## config.mk

```make
export PLATFORM = sky130hd
export DESIGN_NAME = spi_cmd_decoder
export DESIGN_NICKNAME = d
export VERILOG_FILES = /design/src/rtl/spi_cmd_pkg.sv /design/src/rtl/spi_cmd_decoder.sv
export SDC_FILE = /design/constraint.sdc
export NUM_CORES = 1
export LEC_CHECK = 0
export BUFFER_PORTS_ARGS = -buffer_cell sky130_fd_sc_hd__buf_2
export CAP_MARGIN = 25
export CORE_UTILIZATION = 40
export CTS_BUF_LIST = sky130_fd_sc_hd__clkbuf_4
export DETAILED_ROUTE_END_ITERATION = 10
export GPL_TIMING_DRIVEN = 0
export PLACE_DENSITY = 0.69
export RECOVER_POWER = 100
export SLEW_MARGIN = 40
export SYNTH_ARGS = -nofsm -noshare
export SYNTH_HDL_FRONTEND = slang
export SYNTH_SLANG_ARGS = --single-unit
```

## constraint.sdc

```tcl
create_clock -name clock -period 1.5 [get_ports clock]
set_input_delay 0.3 -clock clock [delete_from_list [all_inputs] [get_ports clock]]
set_output_delay 0.3 -clock clock [all_outputs]
set_load 0.02 [all_outputs]
```

## src/rtl/spi_cmd_pkg.sv

```systemverilog
// Opcodes and FSM state encoding shared by the SPI command decoder.
package spi_cmd_pkg;

  localparam logic [7:0] OP_WRITE  = 8'h02;
  localparam logic [7:0] OP_READ   = 8'h03;
  localparam logic [7:0] OP_STATUS = 8'h05;

  localparam logic [2:0] StIdle    = 3'd0;
  localparam logic [2:0] StOpcode  = 3'd1;
  localparam logic [2:0] StAddr    = 3'd2;
  localparam logic [2:0] StWdata   = 3'd3;
  localparam logic [2:0] StRdReq   = 3'd4;
  localparam logic [2:0] StRdWait  = 3'd5;
  localparam logic [2:0] StRdPush  = 3'd6;
  localparam logic [2:0] StDiscard = 3'd7;

endpackage

```

## src/rtl/spi_cmd_decoder.sv

```systemverilog
// Turns CSN-delimited SPI frames (opcode, address, data) into register-bus accesses.
// Optional STATUS opcode and sticky error flags are enabled by defining SPI_CMD_STATUS_EN.
module spi_cmd_decoder
  import spi_cmd_pkg::*;
#(
  parameter int unsigned DW         = 8,
  parameter int unsigned ADDR_BYTES = 2,
  parameter int unsigned AW         = DW * ADDR_BYTES
) (
  input  logic          clock,
  input  logic          rst,
  input  logic          stream_sof,
  input  logic          stream_eof,
  input  logic          rd_vld,
  input  logic [DW-1:0] rd_data,
  output logic          rd_en,
  output logic          tx_en,
  output logic [DW-1:0] tx_data,
  input  logic          tx_ready,
  output logic          reg_wr_en,
  output logic          reg_rd_en,
  output logic [AW-1:0] reg_addr,
  output logic [DW-1:0] reg_wdata,
  input  logic          reg_rd_vld,
  input  logic [DW-1:0] reg_rdata
);

  localparam int unsigned   BW       = (ADDR_BYTES > 1) ? $clog2(ADDR_BYTES) : 1;
  localparam logic [BW-1:0] LastByte = BW'(ADDR_BYTES - 1);

  logic [2:0]    state_q, state_d, op_state;
  logic [AW-1:0] addr_q, addr_d, reg_addr_q, reg_addr_d;
  logic [BW-1:0] bcnt_q, bcnt_d;
  logic [DW-1:0] tx_data_q, tx_data_d, reg_wdata_q, reg_wdata_d;
  logic          is_read_q, is_read_d, rd_en_q, tx_en_q, tx_en_d;
  logic          reg_wr_en_q, reg_wr_en_d, reg_rd_en_q, reg_rd_en_d;
  // rd_out: a register read is in flight; drop: its response belongs to an abandoned frame
  logic          rd_out_q, rd_out_d, drop_q, drop_d;
  logic          take, tx_acc, op_take, op_write, op_read;

  assign take     = rd_vld & rd_en_q;
  assign tx_acc   = tx_en_q & tx_ready;
  assign op_write = (rd_data == DW'(OP_WRITE));
  assign op_read  = (rd_data == DW'(OP_READ));

`ifdef SPI_CMD_STATUS_EN
  logic bad_op_q, bad_op_d, tx_abort_q, tx_abort_d, is_status_q, is_status_d, op_status;
  assign op_status = (rd_data == DW'(OP_STATUS));
`endif

  always_comb begin
    if (op_write || op_read) op_state = StAddr;
`ifdef SPI_CMD_STATUS_EN
    else if (op_status) op_state = StRdPush;
`endif
    else op_state = StDiscard;
  end

  always_comb begin
    state_d     = state_q;
    addr_d      = addr_q;
    bcnt_d      = bcnt_q;
    is_read_d   = is_read_q;
    tx_en_d     = tx_en_q;
    tx_data_d   = tx_data_q;
    reg_wr_en_d = 1'b0;
    reg_rd_en_d = 1'b0;
    reg_addr_d  = reg_addr_q;
    reg_wdata_d = reg_wdata_q;
    rd_out_d    = rd_out_q & ~reg_rd_vld;
    drop_d      = drop_q & ~reg_rd_vld;
    op_take     = 1'b0;
`ifdef SPI_CMD_STATUS_EN
    bad_op_d    = bad_op_q;
    tx_abort_d  = tx_abort_q;
    is_status_d = is_status_q;
`endif

    case (state_q)
      StOpcode: op_take = take;
      StAddr: begin
        if (take) begin
          addr_d = (addr_q << DW) | AW'(rd_data);
          if (bcnt_q == LastByte) state_d = is_read_q ? StRdReq : StWdata;
          else bcnt_d = bcnt_q + 1'b1;
        end
      end
      StWdata: begin
        if (take) begin
          reg_wr_en_d = 1'b1;
          reg_wdata_d = rd_data;
          reg_addr_d  = addr_q;
          addr_d      = addr_q + 1'b1;
        end
      end
      StRdReq: begin
        // Hold off while a stale response from an abandoned frame is still due
        if (!drop_q) begin
          reg_rd_en_d = 1'b1;
          reg_addr_d  = addr_q;
          rd_out_d    = 1'b1;
          state_d     = StRdWait;
        end
      end
      StRdWait: begin
        if (reg_rd_vld && !drop_q) begin
          tx_data_d = reg_rdata;
          tx_en_d   = 1'b1;
          state_d   = StRdPush;
        end
      end
      StRdPush: begin
        if (tx_acc) begin
          tx_en_d = 1'b0;
`ifdef SPI_CMD_STATUS_EN
          if (is_status_q) begin
            state_d    = StDiscard;
            bad_op_d   = 1'b0;
            tx_abort_d = 1'b0;
          end else
`endif
          begin
            addr_d  = addr_q + 1'b1;
            state_d = StRdReq;
          end
        end
      end
      default: ;
    endcase

    if (stream_eof || stream_sof) begin
`ifdef SPI_CMD_STATUS_EN
      if (stream_eof && tx_en_q && !tx_ready) tx_abort_d = 1'b1;
`endif
      tx_en_d = 1'b0;
      if (reg_rd_en_d) begin
        reg_rd_en_d = 1'b0;
        rd_out_d    = 1'b0;
      end
      drop_d  = rd_out_d;
      state_d = stream_sof ? StOpcode : StIdle;
      op_take = stream_sof & take;
      if (stream_sof) reg_wr_en_d = 1'b0;
    end

    if (op_take) begin
      state_d   = op_state;
      bcnt_d    = '0;
      is_read_d = op_read;
`ifdef SPI_CMD_STATUS_EN
      is_status_d = op_status;
      if (op_status) begin
        tx_en_d   = 1'b1;
        tx_data_d = DW'({tx_abort_q, bad_op_q});
      end else if (!op_write && !op_read) begin
        bad_op_d = 1'b1;
      end
`endif
    end
  end

  always_ff @(posedge clock) begin
    if (rst) begin
      state_q     <= StIdle;
      addr_q      <= '0;
      bcnt_q      <= '0;
      is_read_q   <= 1'b0;
      rd_en_q     <= 1'b0;
      tx_en_q     <= 1'b0;
      tx_data_q   <= '0;
      reg_wr_en_q <= 1'b0;
      reg_rd_en_q <= 1'b0;
      reg_addr_q  <= '0;
      reg_wdata_q <= '0;
      rd_out_q    <= 1'b0;
      drop_q      <= 1'b0;
`ifdef SPI_CMD_STATUS_EN
      bad_op_q    <= 1'b0;
      tx_abort_q  <= 1'b0;
      is_status_q <= 1'b0;
`endif
    end else begin
      state_q     <= state_d;
      addr_q      <= addr_d;
      bcnt_q      <= bcnt_d;
      is_read_q   <= is_read_d;
      rd_en_q     <= 1'b1;
      tx_en_q     <= tx_en_d;
      tx_data_q   <= tx_data_d;
      reg_wr_en_q <= reg_wr_en_d;
      reg_rd_en_q <= reg_rd_en_d;
      reg_addr_q  <= reg_addr_d;
      reg_wdata_q <= reg_wdata_d;
      rd_out_q    <= rd_out_d;
      drop_q      <= drop_d;
`ifdef SPI_CMD_STATUS_EN
      bad_op_q    <= bad_op_d;
      tx_abort_q  <= tx_abort_d;
      is_status_q <= is_status_d;
`endif
    end
  end

  assign rd_en     = rd_en_q;
  assign tx_en     = tx_en_q;
  assign tx_data   = tx_data_q;
  assign reg_wr_en = reg_wr_en_q;
  assign reg_rd_en = reg_rd_en_q;
  assign reg_addr  = reg_addr_q;
  assign reg_wdata = reg_wdata_q;

endmodule

```

# Yosys cells after proc, flatten, opt, wreduce, memory -nomap -nowiden
# Cells that the tools add are included.
# Widths: inputs -> output; s select.
# op_classes
n_addsub	2
eq_ne	18
n_mux	36
bitwise	7
reduce_logical	17
# ops
operator	n
$mux 16	5
$pmux 16 s3	1
$pmux 16 s2	1
$mux 3	9
$ne 4x4->1 const B	5
$mux 1	18
$add 16x1->16 const B	1
$eq 8x2->1 const B	2
$or 16x8->16	1
$pmux 3 s4	1
$ne 2x2->1 const B	5
$eq 3x3->1 const B	3
$eq 3x2->1 const B	2
$reduce_and 2->1	3
$reduce_and 3->1	2
$reduce_and 6->1	1
$reduce_bool 6->1	1
$and 1x1->1	5
$reduce_and 4->1	1
$reduce_bool 2->1	2
$reduce_or 2->1	2
$eq 3x1->1 const B	1
$reduce_bool 3->1	1
$logic_or 1x1->1	2
5 further kinds	5
# word_totals
regBits	59
input_bits	23
out_inout_bits	36

# Longest topological paths before layout
# Gate-level depths: netlist of the first run.
# logic_depth
ltp_word	6
mapped_depth	8

# Least setup slack after synthesis of the first run
# No wires, ideal clock.
# synth_path
path_kind	register to register
from	reg state_q[0]
to	reg reg_addr_q[0] (netlist: reg_addr[0])
setup_ns	0.132
arrival_ns	1.403
required_time_ns	1.368
path_slack_ns	-0.035
stages_incl_launch_ff	8
path_buffers	2
synth_period_minus_slack_ns	1.535
cell_sequence	dfxtp_1 -> nand2b_1 -> or3_4 -> and2_1 -> buf_2 -> buf_2 -> nand2_1 -> a21oi_1
# synth_via
elab_chain_len	3
# synth_lines
item	line	text
start: declaration	spi_cmd_decoder.sv:31	logic [2:0] state_q, state_d, op_state;
start signal: assignment	spi_cmd_decoder.sv:164	state_q <= StIdle;
start signal: assignment	spi_cmd_decoder.sv:183	state_q <= state_d;
$eq 3x3->1 or $eq 3x2->1 (tied branches)	spi_cmd_decoder.sv:79	case (state_q)
$ne 2x2->1 (no line) or $reduce_bool 2->1 (tied branches)	n/a	
$reduce_and 3->1 (no line)	n/a	
end signal: assignment	spi_cmd_decoder.sv:192	reg_addr_q <= reg_addr_d;
end: declaration	spi_cmd_decoder.sv:32	logic [AW-1:0] addr_q, addr_d, reg_addr_q, reg_addr_d;
# Parallel ways exist; a longest one is shown, timed or not.
# A chain may end at the register's enable or synchronous reset.

# Worst setup path in the final report of the first run
# layout_path
from	reg state_q[2]
to	reg addr_q[14]
# layout_via
elab_chain_len	3
# layout_lines
item	line	text
$eq 3x3->1 or $eq 3x2->1 (tied branches)	spi_cmd_decoder.sv:79	
$ne 2x2->1 (no line) or $reduce_bool 3->1 (tied branches)	n/a	
$reduce_and 4->1 (no line)	n/a	
end signal: assignment	spi_cmd_decoder.sv:184	addr_q <= addr_d;
end: declaration	spi_cmd_decoder.sv:32	
# Parallel ways exist; a longest one is shown, timed or not.

==> run metrics, run 1 <==
status complete, but fails checks; failing checks DRC, setup timing; HP Class in2reg; Crit-path slowest cell dfxtp_2; CTS Buf Count 9; PortBufs 57; critical path peak fanout 6; Final Core Density 0.5978; core area 0.006495 sq mm; Post-DRT Antenna Nets 0; Max stage delay on crit path 0.36 ns; vias per inst 5.850; gr ovfl total 0; Rows 29; Max clock buf depth 2; first-pass GRT wire length 13330 um; number of DRC markers in iteration 0 354; final setup violation count 35; clk sink count 59; worst-path cell chain buf_6 > and2b_4 > o21ai_4 > buf_4 > a31oi_1 > o21ai_0 > a21oi_1; critical path arrival 1.95 ns; worst setup margin -0.1687 ns; hpwl dp 5087 um; vias in the first global route 2731; Placed Area 0.003164 sq mm; routed len/inst 16.70 um; Post-synth ARST share 0; PD cells 722.3 mW/mm^2; Min Hold Slack 0.07028 ns; initial antenna violation count 0; die footprint 0.007201 sq mm; CTS tree done; maximum vdd drop 579.1 uV; die width 84.86 um; register area share after synthesis 0.4301; die height 84.86 um; routability cong. 0.8835; filler-free cell count of the finished design 508; worst slew pin tran 0.6379 ns; Peak Freq 0.5993 GHz; fraction of layout cells with a size suffix above 1 0.3457; #FFs+latches synth 59; Syn Inst Count 333; cell area after layout 0.003882 sq mm; Clock Skew 0.01592 ns; Max-slew headroom 0.5747; H-tree levels 3; crit path kind reg2reg; overall routing resource usage 0.2348; hold_sp reg_rd_vld; Crit. End Element register; I/O Pins 59; CP Launch Point state_q[2]; Synth Net Count 357; Final Hold Vio Count 0; number of synthesized flops with an enable pin 0; DRC 1; Setup WS pre-CTS -0.3180 ns; Initial DRT Pass Iterations 11; crit path launch type register; synthesized cell area 0.002746 sq mm; reg2reg start state_q[2]; Final nets 454; Synthesis Warnings 0; Root Buffer clkbuf_4; Skew-Pair Late Insertion Delay 0.42 ns; Final Max Tran Viols 0; ANT cells 0; Fill cells 578; post-synthesis cell type count 57; Avg Synthesized Cell Area 8.247 sq um; Clock transition at path regs 0.09 ns; leakage 0.001484 uW; via count 2972; RSZ-0062 raised after global routing yes; Final period util 1.112; initial core utilization 0.4228; Layout area overhead 41.37%; wirelength, routed 8482 um; Max Cap Viol 0; largest net degree at the start of global routing 12; Worst EP required 1.78 ns; Post-Place Cells 467; Most used DFF post-synth dfxtp_1; final critical path time including I/O delays and setup 1.669 ns
==> flip-flops by register name, indices dropped and copies added, names as in the netlist <==
name	cells
reg_addr	16
reg_wr_en	1
rd_out_q	1
tx_data	8
tx_en	1
is_read_q	1
bcnt_q	1
reg_wdata	8
addr_q	16
rd_en	1
drop_q	1
state_q	3
reg_rd_en	1
==> stage by stage <==
| stage | total power [uW] | TNS [ns] |
|---|---|---|
| 2_1_floorplan | 1772 | 0 |
| 3_3_place_gp | 1859 | -5.052 |
| 3_5_place_dp | 1861 | -5.547 |
| 4_1_cts | 2753 | -0.9974 |
| 5_1_grt | 2905 | -5.348 |
| 6_report | 2804 | -2.381 |
==> layout make-up <==
| cell class | instances | area [sq um] | share of cell area |
|---|---|---|---|
| plain buffers | 18 | 162.7 | 0.04189 |
| clock buffers | 10 | 75.07 | 0.01934 |
| clock inverters | 2 | 7.507 | 0.001934 |
| inverters | 7 | 26.28 | 0.006768 |
| multi-input cells | 249 | 1774 | 0.4570 |
| flip-flops and latches | 59 | 1207 | 0.3110 |
| well taps | 77 | 96.34 | 0.02481 |
| repair buffers | 86 | 533.0 | 0.1373 |
==> placed cells by master (no fill, tap or decap), types with 4 or more instances in the layout <==
master	n
a21oi_1	24
a21oi_2	11
a31oi_1	4
buf_2	22
buf_4	20
buf_6	12
clkbuf_1	42
clkbuf_4	10
dfxtp_1	48
dfxtp_2	6
dfxtp_4	5
inv_1	7
mux2i_1	18
nand2_1	31
nand2_2	14
nand2_4	6
nand3_1	8
nor2_1	34
nor3_1	5
o211ai_1	4
o21ai_0	10
o21ai_1	6
==> repair_timing <==
action	CTS	global route
buffers inserted	10	12
cloned	6	2
endpoints found under the setup margin	40	53
hold buffers	0	0
gates resized for setup	62	67
pin swaps	22	25
==> routing by layer <==
metal  track usage  vias up  share of wire
li1              -     1386              -
met1        0.3038     1394           0.43
met2        0.3666      153           0.47
met3       0.05058       39          0.077
met4        0.1294        0          0.030
met5             0        -              0
==> synth_stat cells (2+ instances only) <==
| cell type | n | area (sq um) |
|---|---|---|
| a211oi_1 | 3 | 22.52 |
| nor2b_1 | 3 | 18.77 |
| nand2_1 | 51 | 191.4 |
| o211ai_1 | 4 | 30.03 |
| buf_2 | 9 | 45.04 |
| mux2i_1 | 18 | 180.2 |
| and3_1 | 5 | 31.28 |
| o21a_1 | 2 | 15.01 |
| o21ai_0 | 18 | 90.09 |
| a31oi_1 | 5 | 31.28 |
| nand2b_1 | 4 | 25.02 |
| or3_1 | 2 | 12.51 |
| nand3_1 | 9 | 45.04 |
| nand4_1 | 3 | 18.77 |
| inv_1 | 7 | 26.28 |
| clkbuf_1 | 6 | 22.52 |
| nor2_1 | 37 | 138.9 |
| nor3_1 | 6 | 30.03 |
| buf_4 | 3 | 22.52 |
| a32oi_1 | 4 | 35.03 |
| a21o_1 | 3 | 22.52 |
| dfxtp_1 | 59 | 1181 |
| a21oi_1 | 35 | 175.2 |
| and2_1 | 4 | 25.02 |
==> cells by family after synthesis <==
family,synth area share
buffers and inverters,0.04647
AOI/OAI and AO/OA,0.2105
adders and majority gates,0.004555
and+or+nand+nor,0.2428
DFF,0.4301
muxes,0.06560
==> power breakdown <==
part	switching [uW]	total, uW	leakage (uW)	internal (uW)
logic	197	349	0.000952	152
registers	17.4	1590	0.000483	1570
clock network	552	864	0.0000491	313
==> worst max-delay path: cells and delay by family, from the launching register on <==
kind,cells,cell delay [ns]
and+or+nand+nor,1,0.21
DFF,1,0.36
buffers and inverters,2,0.36
AOI/OAI and AO/OA,4,0.59
==> path summary, 6_finish.rpt <==
kind              cells after the start            to  slack, ns
hold reg to reg                       2  reg_addr[13]       0.46
hold / removal                        2        drop_q       0.07
setup / recovery                      7    addr_q[14]      -0.17
setup reg to reg                      7    addr_q[14]      -0.17
Note: power is estimated with default switching activity, not from simulation.
==> inputs of run 2 (changes only) <==
- ABC_AREA: not set -> 1
- TNS_END_PERCENT: not set -> 50
==> run 2 against run 1 <==
  * The run now ends clean
  * Final area is 8.8% lower
  * Clock power is 6.3% higher
  * First-iteration DRC count shrank 55%
  * Die area rose by 4.4%
  * Cell count up 17%
  * Worst hold slack better by 0.0042 ns
  * Register-to-register slack better by 0.22 ns
  * Synthesized area increased by 4.6%
  * Largest cell class unchanged
==> run metrics, run 2 <==
largest family of logic cells by synthesized area simple AND/OR/NAND/NOR gates; Root Buffer clkbuf_4; Post-Place Cells 570; cell area after layout 0.003542 sq mm; Max clock buf depth 2; worst slew pin tran 0.6350 ns; CTS tree done; Most used DFF post-synth dfxtp_1; largest net degree at the start of global routing 11; hpwl dp 6039 um; largest cells by area after synthesis dfxtp_1 41%, nand2_1 10%, o21ai_0 9.6%, nor2_1 8.9%, a21oi_1 6.6%; Placed Area 0.003282 sq mm; Max Cap Viol 0; most common cell after layout, fill and taps aside nand2_1; Crit-path slowest cell dfxtp_4; top-count cell post-synth nand2_1; Final Max Tran Viols 0; Internal 2085 uW; Synthesis Warnings 0; filler-free cell count of the finished design 594; Final nets 518; Final period util 0.9659; Sequential Power Share 0.551; Layout area overhead 23.36%; number of DRC markers in iteration 0 161; Rows 30; DRC 0; initial core utilization 0.4180; Synth Net Count 440; HP Class in2reg; Worst EP required 1.76 ns; Crit. End Element register; Max stage delay on crit path 0.38 ns; H-tree levels 3; register area share after synthesis 0.4113; final critical path time including I/O delays and setup 1.449 ns; maximum vdd drop 557.3 uV; post-synthesis compound-gate area fraction 0.2170; Final Hold Vio Count 0; via count 3037; post-synth top area cell dfxtp_1; Sw Share 0.3063; PD cells 848.3 mW/mm^2; Post-synth ARST share 0; routed len/inst 13.82 um; core area 0.006869 sq mm; I/O Pins 59; Post-DRT Antenna Nets 0; RSZ-0062 raised after global routing yes; vias per inst 5.113; Comb pwr share 0.143; Synth top area share 0.4113; routability cong. 0.9037; PortBufs 58; first-pass GRT wire length 12810 um; Clock transition at path regs 0.11 ns; leakage 0.001511 uW; simple-gate share of the synthesized area 0.2763; Net Sw Power 920.3 uW; Skew-Pair Late Insertion Delay 0.42 ns; CTS Buf Count 9; ANT cells 0; critical path arrival 1.71 ns; wirelength, routed 8207 um; synth cell count leaders 80 x nand2_1, 68 x nor2_1, 59 x dfxtp_1; multiplexer share of the synthesized area 0; initial antenna violation count 0; most frequent cells in the layout 74 x nand2_1, 64 x nor2_1, 56 x buf_2, 54 x o21ai_0, 53 x dfxtp_1; Max-slew headroom 0.5767; Synth Area in Adders 0.004357; fraction of layout cells with a size suffix above 1 0.2671; crit path launch type register; Peak Freq 0.6902 GHz; die footprint 0.007521 sq mm; status finished, final reports clean; Clock Skew 0.01605 ns; clk sink count 59; critical path peak fanout 10; number of synthesized flops with an enable pin 0; #FFs+latches synth 59; Avg Synthesized Cell Area 6.903 sq um; Syn Inst Count 416; die width 86.73 um; worst-path cell chain inv_2 > nand2_1 > o21ai_1 > nand3_4 > buf_6 > o21ai_0 > a21oi_1; Clock Power Share 0.305; vias in the first global route 2679; overall routing resource usage 0.2245; Initial DRT Pass Iterations 5; gr ovfl total 0; post-synthesis cell type count 27; crit path kind reg2reg; synthesized cell area 0.002872 sq mm; post-synthesis xor/xnor area fraction 0; die height 86.73 um; Fill cells 689; CTS Hold Bufs 0; final setup violation count 0
-- run 2: area by class of cell --
type	count	area, sq um	area share
Multi-Input combinational cell	298	1490	0.4207
Sequential cell	59	1194	0.3370
Timing Repair Buffer	67	354.1	0.09996
Inverter	43	161.4	0.04557
Buffer	16	121.4	0.03426
Tap cell	96	120.1	0.03391
Clock buffer	9	67.56	0.01907
Clock inverter	6	33.78	0.009537
-- run 2: what timing repair did --
action / 4_1_cts / 5_1_grt
pin swaps: 2 / 5
resized for setup: 11 / 24
setup buffers: 2 / 7
setup endpoints to repair: 22 / 41
-- run 2: final timing paths --
check | startpoint | end | slack, ns | cells past startpoint
setup reg to reg | state_q[0] | addr_q[3] | 0.05 | 7
hold / removal | stream_sof | reg_wr_en | 0.07 | 2
setup / recovery | state_q[0] | addr_q[3] | 0.05 | 7
hold reg to reg | is_read_q | is_read_q | 0.47 | 2
-- run 2: kinds of logic (layout without fill, tap and decap cells) --
group	after synthesis	in the layout
buffers and inverters	59	141
and+or+nand+nor	186	186
AOI/OAI and AO/OA	111	111
DFF	59	59
adders and majority gates	1	1
-- run 2: metal layers --
metal / vias to the layer above / global-route usage / share of wire
met3: 18 / 0.04571 / 0.068
li1: 1523 / - / -
met4: 0 / 0.1030 / 0.019
met2: 112 / 0.3781 / 0.47
met5: - / 0 / 0
met1: 1384 / 0.2758 / 0.44
-- run 2: power by group through the flow --
| stage | Sequential, uW | Combinational, uW | Clock, uW |
|---|---|---|---|
| 5_1_grt | 1660 | 472 | 992 |
| 3_3_place_gp | 1690 | 391 | 0 |
| 6_report | 1660 | 430 | 918 |
| 2_1_floorplan | 1720 | 225 | 0 |
| 4_1_cts | 1650 | 401 | 943 |
| 3_5_place_dp | 1690 | 393 | 0 |
-- run 2: stage by stage --
stage | worst slack [ns] | util | power [uW] | hold slack, ns | TNS, ns
floorplan | 0.08789 | - | 1944 | 0.3697 | 0
global placement | -0.09838 | 0.4778 | 2079 | 0.4520 | -0.2984
detailed placement | -0.1596 | 0.4778 | 2083 | 0.4586 | -0.6292
CTS | 0.001307 | 0.4987 | 2999 | 0.06167 | 0
global route | -0.02294 | 0.5157 | 3129 | 0.05814 | -0.05808
finish | 0.05112 | 0.5157 | 3005 | 0.07452 | 0
-- run 2: critical path: cells and delay by family (launching register included) --
family	cells	cell delay, ns
AO/OA/AOI/OAI	3	0.40
buffers and inverters	2	0.29
AND/OR/NAND/NOR	2	0.23
flip-flops	1	0.38
==> inputs of run 3 (changes only) <==
- CELL_PAD_IN_SITES_DETAIL_PLACEMENT: not set -> 1
- CELL_PAD_IN_SITES_GLOBAL_PLACEMENT: not set -> 2
- CORE_UTILIZATION: 40 -> 28
- CTS_BUF_LIST: sky130_fd_sc_hd__clkbuf_4 -> sky130_fd_sc_hd__clkbuf_2
- PLACE_DENSITY: 0.69 -> 0.83
==> run 3 against run 2 <==
  * Non-clock buffer count is 5 higher
  * Critical endpoint is now addr_q[9]
  * Die area rose by 42%
  * Final area up 6.5%
  * Sequential cell count stayed put
  * Critical path type unchanged
  * Largest cell class unchanged
==> run metrics, run 3 (same netlist as run 2, synthesis figures left out) <==
PortBufs 58; Crit. End Element register; Peak Freq 0.6758 GHz; vias per inst 4.807; Max Cap Viol 0; Skew-Pair Late Insertion Delay 0.53 ns; maximum vdd drop 433.2 uV; Internal 2201 uW; worst slew pin tran 0.7955 ns; via count 3062; initial antenna violation count 0; CTS tree done; RSZ-0062 raised after global routing yes; Worst EP required 1.94 ns; ANT cells 0; DRC 0; first-pass GRT wire length 15470 um; Rows 36; crit path kind reg2reg; worst setup margin 0.02032 ns; H-tree levels 3; largest net degree at the start of global routing 13; number of DRC markers in iteration 0 119; Max-slew headroom 0.4697; fraction of layout cells with a size suffix above 1 0.2917; CTS Buf Count 9; Root Buffer clkbuf_2; status finished, final reports clean; vias in the first global route 3144; Clock transition at path regs 0.22 ns; Layout area overhead 31.33%; PD cells 860.6 mW/mm^2; routed len/inst 15.20 um; Setup WS pre-CTS -0.1503 ns; Sw Share 0.3217; most frequent cells in the layout 71 x nand2_1, 63 x nor2_1, 58 x buf_2, 51 x dfxtp_1, 48 x o21ai_0; core area 0.009864 sq mm; I/O Pins 59; wirelength, routed 9685 um; final setup violation count 0; Fill cells 1274; leakage 0.001567 uW; Post-DRT Antenna Nets 0; routability cong. 0.8556; Final Hold Vio Count 0; post-layout total power 3245 uW; clk sink count 59; critical path arrival 1.92 ns; final critical path time including I/O delays and setup 1.480 ns; critical path peak fanout 10; Final Max Tran Viols 0; HP Class in2reg; Initial DRT Pass Iterations 4; Clock Power Share 0.337; Max clock buf depth 2; Comb pwr share 0.151; Final period util 0.9865; crit path launch type register; hpwl dp 6966 um; die height 103.3 um; Net Sw Power 1044 uW; initial core utilization 0.2911; Sequential Power Share 0.512; die footprint 0.01066 sq mm; die width 103.3 um; Final nets 523; Clock Skew 0.03890 ns; overall routing resource usage 0.1944; most common cell after layout, fill and taps aside nand2_1; gr ovfl total 0
-- run 3: path summary, 6_finish.rpt --
kind         cells past startpoint    endpoint  slack, ns    startpoint
max                              8   addr_q[9]       0.02    state_q[1]
min                              3  tx_data[1]       0.03  reg_rdata[1]
max reg2reg                      8   addr_q[9]       0.02    state_q[1]
min reg2reg                      2      drop_q       0.47      rd_out_q
-- run 3: metal layers --
metal | vias to the layer above | part of all wire | GRT usage
met2 | 62 | 0.49 | 0.3482
met1 | 1452 | 0.45 | 0.2353
met5 | - | 0 | 0
met3 | 15 | 0.037 | 0.03831
met4 | 0 | 0.015 | 0.05742
li1 | 1533 | - | -
-- run 3: timing repair --
item / 4_1_cts / 5_1_grt
gates cloned: 0 / 1
hold endpoints to repair: 8 / 0
resized for setup: 12 / 56
pin swaps: 1 / 10
hold buffers: 8 / 0
buffers inserted: 2 / 3
setup endpoints to repair: 35 / 47
-- run 3: worst max-delay path, cell delays in order, from the launching register on --
cell and delay [ns]:
dfxtp_2 0.38, buf_8 0.13, nand2_4 0.07, o21ai_4 0.25
inv_2 0.10, buf_12 0.16, a21oi_2 0.12, nand2_1 0.07
a21oi_2 0.11
-- run 3: layout make-up --
type                       instances  area (sq um)  share of cell area
timing repair buffer              72         436.7              0.1158
sequential                        59          1196              0.3172
clock inverter                     7         77.57             0.02057
buffer                            16         171.4             0.04545
tap                              133         166.4             0.04413
inverter                          43         170.2             0.04512
clock buffer                       9         45.04             0.01194
multi-input combinational        298          1508              0.3998
-- run 3: power by group through the flow --
stage               clock network [uW]  logic [uW]  registers, uW
floorplan                            0         225           1720
global placement                     0         405           1690
detailed placement                   0         410           1690
CTS                               1130         438           1660
global route                      1180         542           1670
finish                            1090         490           1660
-- run 3: metrics by stage --
stage                       TNS, ns  utilization  hold WS, ns  std cells  instance area, sq um
after global routing        -0.6567       0.3823      0.01518        637                  3771
after CTS                 -0.007408       0.3624     0.003625        633                  3575
after detailed placement     -1.953       0.3374       0.4637        607                  3328
after global placement      -0.9103       0.3374       0.4549        607                  3328
final                             0       0.3823      0.02503        637                  3771
after floorplan                   0            -       0.3697        416                  2872
